`config.mk`:
```
export PLATFORM = sky130hd
export DESIGN_NAME = add_seq_ctrl
export DESIGN_NICKNAME = d
export VERILOG_FILES = /design/src/rtl/add_seq_ctrl.sv
export SDC_FILE = /design/constraint.sdc
export NUM_CORES = 1
export LEC_CHECK = 0
export CAP_MARGIN = 30
export CORE_MARGIN = 10
export CORE_UTILIZATION = 47
export DETAILED_ROUTE_END_ITERATION = 12
export GPL_TIMING_DRIVEN = 1
export PLACE_DENSITY = 0.9
export SLEW_MARGIN = 20
export SYNTH_ARGS = -nofsm -noshare
export SYNTH_HDL_FRONTEND = slang
export SYNTH_SLANG_ARGS = --single-unit
```
`constraint.sdc`:
```
create_clock -name clk -period 3.7 [get_ports clk]
set_input_delay 0.37 -clock clk [delete_from_list [all_inputs] [get_ports clk]]
set_output_delay 0.37 -clock clk [all_outputs]
set_load 0.02 [all_outputs]
```
`src/rtl/add_seq_ctrl.sv`:
```
// Multi-byte adder sequencer: time-shares one external 8-bit adder, LSB first.
// Optional `ADD_SEQ_SUB_EN adds a `sub` input for A - B (two's complement).
module add_seq_ctrl #(
  parameter int NBYTES = 4
) (
  input  logic                  clk,
  input  logic                  rst,
  input  logic                  start,
  input  logic [8*NBYTES-1:0]   op_a,
  input  logic [8*NBYTES-1:0]   op_b,
  input  logic                  cin,
`ifdef ADD_SEQ_SUB_EN
  input  logic                  sub,
`endif
  output logic                  busy,
  output logic                  done,
  output logic [8*NBYTES-1:0]   result,
  output logic                  cout_o,
  output logic [7:0]            add_a,
  output logic [7:0]            add_b,
  output logic                  add_cin,
  input  logic [7:0]            add_sum,
  input  logic                  add_cout
);

  localparam int W  = 8 * NBYTES;
  localparam int IW = (NBYTES > 1) ? $clog2(NBYTES) : 1;
  localparam logic [IW-1:0] LAST = IW'(NBYTES - 1);

  typedef enum logic [1:0] {IDLE, RUN, DONE} state_t;

  state_t          state_q;
  logic [W-1:0]    a_q, b_q, result_q;
  logic            carry_q, cout_q, busy_q, done_q, sub_q;
  logic [IW-1:0]   idx_q;
  logic            sub_in;
  logic [7:0]      byte_a, byte_b;

`ifdef ADD_SEQ_SUB_EN
  assign sub_in = sub;
`else
  assign sub_in = 1'b0;
`endif

  always_comb begin
    byte_a  = '0;
    byte_b  = '0;
    add_a   = '0;
    add_b   = '0;
    add_cin = 1'b0;
    for (int i = 0; i < NBYTES; i++) begin
      if (idx_q == IW'(i)) begin
        byte_a = a_q[8*i +: 8];
        byte_b = b_q[8*i +: 8];
      end
    end
    if (state_q == RUN) begin
      add_a   = byte_a;
      add_b   = sub_q ? ~byte_b : byte_b;
      add_cin = carry_q;
    end
  end

  always_ff @(posedge clk or posedge rst) begin
    if (rst) begin
      state_q  <= IDLE;
      a_q      <= '0;
      b_q      <= '0;
      result_q <= '0;
      carry_q  <= 1'b0;
      cout_q   <= 1'b0;
      busy_q   <= 1'b0;
      done_q   <= 1'b0;
      sub_q    <= 1'b0;
      idx_q    <= '0;
    end else begin
      done_q <= 1'b0;
      case (state_q)
        IDLE: begin
          if (start) begin
            a_q     <= op_a;
            b_q     <= op_b;
            sub_q   <= sub_in;
            // subtraction needs the +1 of the two's complement as initial carry
            carry_q <= sub_in | cin;
            idx_q   <= '0;
            busy_q  <= 1'b1;
            state_q <= RUN;
          end
        end
        RUN: begin
          for (int i = 0; i < NBYTES; i++) begin
            if (idx_q == IW'(i)) result_q[8*i +: 8] <= add_sum;
          end
          carry_q <= add_cout;
          if (idx_q == LAST) begin
            cout_q  <= add_cout;
            done_q  <= 1'b1;
            state_q <= DONE;
          end else begin
            idx_q <= idx_q + 1'b1;
          end
        end
        DONE: begin
          busy_q  <= 1'b0;
          state_q <= IDLE;
        end
        default: state_q <= IDLE;
      endcase
    end
  end

  assign busy   = busy_q;
  assign done   = done_q;
  assign result = result_q;
  assign cout_o = cout_q;

endmodule

```
==> flow_summary.toml <==
[status]
status = "complete, no violations"

[critical_path]
startpoint = "idx_q[0]$_DFFE_PP0P_"
r2r-end = "result[14]$_DFFE_PP0P_"
cp.depth = 6
crit_chain = "ha_1 > nor3b_2 > buf_4 > o21ai_0 > o2bb2ai_1 > clkdlybuf4s50_1"
slowest_delay_ns = 0.65
crit_path_start_kind = "register"
critical_path_required_ns = 3.33
crit_fanout = 13
reg2reg_depth = 5
worstPathArrival_ns = 2.65
critical_path.slowest_cell = "clkdlybuf4s50_1"
end_kind = "output pin"
r2r_setup_slack_ns = 1.79
cp-endpoint = "add_a[1]"
worst_path_dominant_cell_family = "buffers and inverters"
worstSetupPathType = "register to output pin"
r2r-start = "idx_q[1]$_DFFE_PP0P_"
worst-path-buf-inv = 2

[clock_tree]
cts_tree = "done"
cts_sinks = 104
cts_setup_buffers = 0
path_clk_slew_ns = 0.10
root_buffer = "clkbuf_8"
hold_buffers = 0
clk_latency_ns = 0.35
htreeDepth = 3
cts_resized = 0
cts_buffer_depth = 2
cts_buffers = 9

[timing]
hold_ws_ns = 0.360
max_freq_mhz = 332
drv_slew = 0
fin_crit_ns = 3.02
hold_viol = 0
worst_slew_pin_slew_ns = 0.821
setup_tns_ns = 0
fin_crit_sh = 0.815
slew_headroom = 0.452
setup_viol = 0
fin_skew_ns = 0.0124
rsz0062_at_grt = "no"

[routing]
drtIter0Drc = 146
via_count = 2953
via_per_inst = 5.43
wl_per_cell_um = 20.1
drc = 0
antenna_left = 0
firstDrtPassIters = 4
routed_wl_um = 10900

[synthesis]
yosysSeqAreaShare = 0.597
ys_seq_elements = 104
yosysUniqueCellTypes = 22
syn_area_per_cell_um2 = 14.6
syn_nets = 379
synth_area_um2 = 4360
netlist_instances = 298
synth_warnings = 0

[floorplanning]
core-area_um2 = 9150
ios = 129
die_width_um = 116
initial_core_util = 0.477
die_h_um = 116
rows = 35
die_area_um2 = 13500

[grt]
antenna_found_initial = 0
grt.met1_usage = 0.186
grt_usage = 0.165
grt_busiest_layer = "met2"
grt.overflow.total = 0
grt_pass1_wl_um = 17700
gr-usage-met2 = 0.280
gr-usage-met3 = 0.0693
grt_max_degree = 66
grt_pass1_vias = 3370

[power_and_ir_drop]
peakVddDrop_uv = 434
powerDensity_nw_per_um2 = 931
power_leakage_uw = 0.00243

[hold_path]
worstHoldPathType = "primary input to async pin"

[placement]
dp.cells = 529
gp_congestion = 0.738
portBuffers = 128
dp_hpwl_um = 8280

[flow_run]
maxCapViolations = 0

[cells_and_area]
fillers = 663
diodes = 0
drive_gt1_frac = 0.291
nets = 510
fin_cells = 544
area_growth_syn_to_layout_pct = 37.7
ff_latch_area_um2 = 2600
multi_input_area_um2 = 1650
-- report_power, final --
part           total [µW]  switching, µW  internal, µW  leakage, µW
logic                2790           1320          1470      0.00110
clock network         764            368           396     0.000108
registers            2040            322          1720      0.00122
-- sequential cells by signal, summed over array words and instances, names as in the netlist --
signal and cells:
carry_q 1, a_q 32, busy 1, cout_o 1, done 1, state_q 2, idx_q 2, result 32
b_q 32
-- cell usage after synthesis (all sizes together) --
cell | count | area (µm²)
a21oi | 3 | 15.0
a221o | 1 | 10.0
a221oi | 16 | 140
and2 | 3 | 18.8
buf | 13 | 80.1
clkbuf | 5 | 18.8
dfrtp | 104 | 2600
ha | 4 | 50.1
inv | 5 | 18.8
mux2 | 97 | 1100
nand2 | 5 | 18.8
nand2b | 1 | 6.26
nand3b | 1 | 7.51
nor2b | 3 | 18.8
nor3b | 2 | 20.0
o21ai | 18 | 90.1
o2bb2ai | 16 | 140
or2 | 1 | 6.26
-- worst min path at each step --
| stage | from | end | slack (ns) | cells past startpoint |
|---|---|---|---|---|
| after floorplan | a_q[6]$_DFFE_PP0P_ | a_q[6]$_DFFE_PP0P_ | 0.47 | 1 |
| after global placement | b_q[23]$_DFFE_PP0P_ | b_q[23]$_DFFE_PP0P_ | 0.49 | 1 |
| after detailed placement | a_q[18]$_DFFE_PP0P_ | a_q[18]$_DFFE_PP0P_ | 0.49 | 1 |
| after CTS | rst | result[9]$_DFFE_PP0P_ | 0.37 | 2 |
| after global routing | rst | result[9]$_DFFE_PP0P_ | 0.38 | 2 |
| final | rst | result[9]$_DFFE_PP0P_ | 0.36 | 2 |
-- cell usage in the layout (no fill, tap or decap), types with 2 or more instances in the layout --
cell             count
clkdlybuf4s50_1    128
dfrtp_1            104
mux2_2              95
o21ai_0             18
a221oi_1            16
o2bb2ai_1           16
clkbuf_8            10
buf_4                9
nand2_1              5
inv_1                4
ha_1                 4
nor2b_1              3
and2_1               3
a21oi_1              3
nor3b_2              2
mux2_4               2
bufinv_16            2
-- cell families (layout without fill, tap and decap cells) --
| kind of cell | count (synthesis) | after routing | share of synthesized area |
|---|---|---|---|
| simple gates | 16 | 16 | 0.0221 |
| compound gates | 54 | 54 | 0.0906 |
| flops | 104 | 104 | 0.597 |
| fa+ha+maj | 4 | 4 | 0.0115 |
| mux | 97 | 97 | 0.252 |
| buf+inv | 23 | 158 | 0.0270 |
-- per-layer routing --
layer / wire length, µm / part of all wire / vias up
met5: 0 / 0 / -
met4: 71 / 0.0065 / 0
met3: 1180 / 0.11 / 7
met2: 5270 / 0.48 / 112
met1: 4420 / 0.40 / 1481
li1: - / - / 1353
-- cell type report --
cell class	instances	area share
flip-flops and latches	104	0.433
multi-input cells	171	0.274
repair buffers	138	0.229
well taps	111	0.0231
clock buffers	10	0.0229
clock inverters	5	0.0135
inverters	5	0.00354
-- per-stage QoR --
stage | power [µW] | util | instance area (µm²) | setup WS, ns
6_report | 5590 | 0.656 | 6000 | 0.684
5_1_grt | 5960 | 0.656 | 6000 | 0.542
4_1_cts | 5660 | 0.656 | 6000 | 0.667
3_5_place_dp | 4880 | 0.632 | 5790 | 1.07
3_3_place_gp | 4760 | 0.629 | 5760 | 1.17
2_1_floorplan | 3680 | - | 4360 | 0.598
-- worst register-to-register path, delay by kind of cell (launching register included) --
family	cells	cell delay (ns)
flops	1	0.41
buf+inv	2	0.36
fa+ha+maj	1	0.35
simple gates	1	0.30
mux	1	0.38
Note: power is estimated with default switching activity, not from simulation.
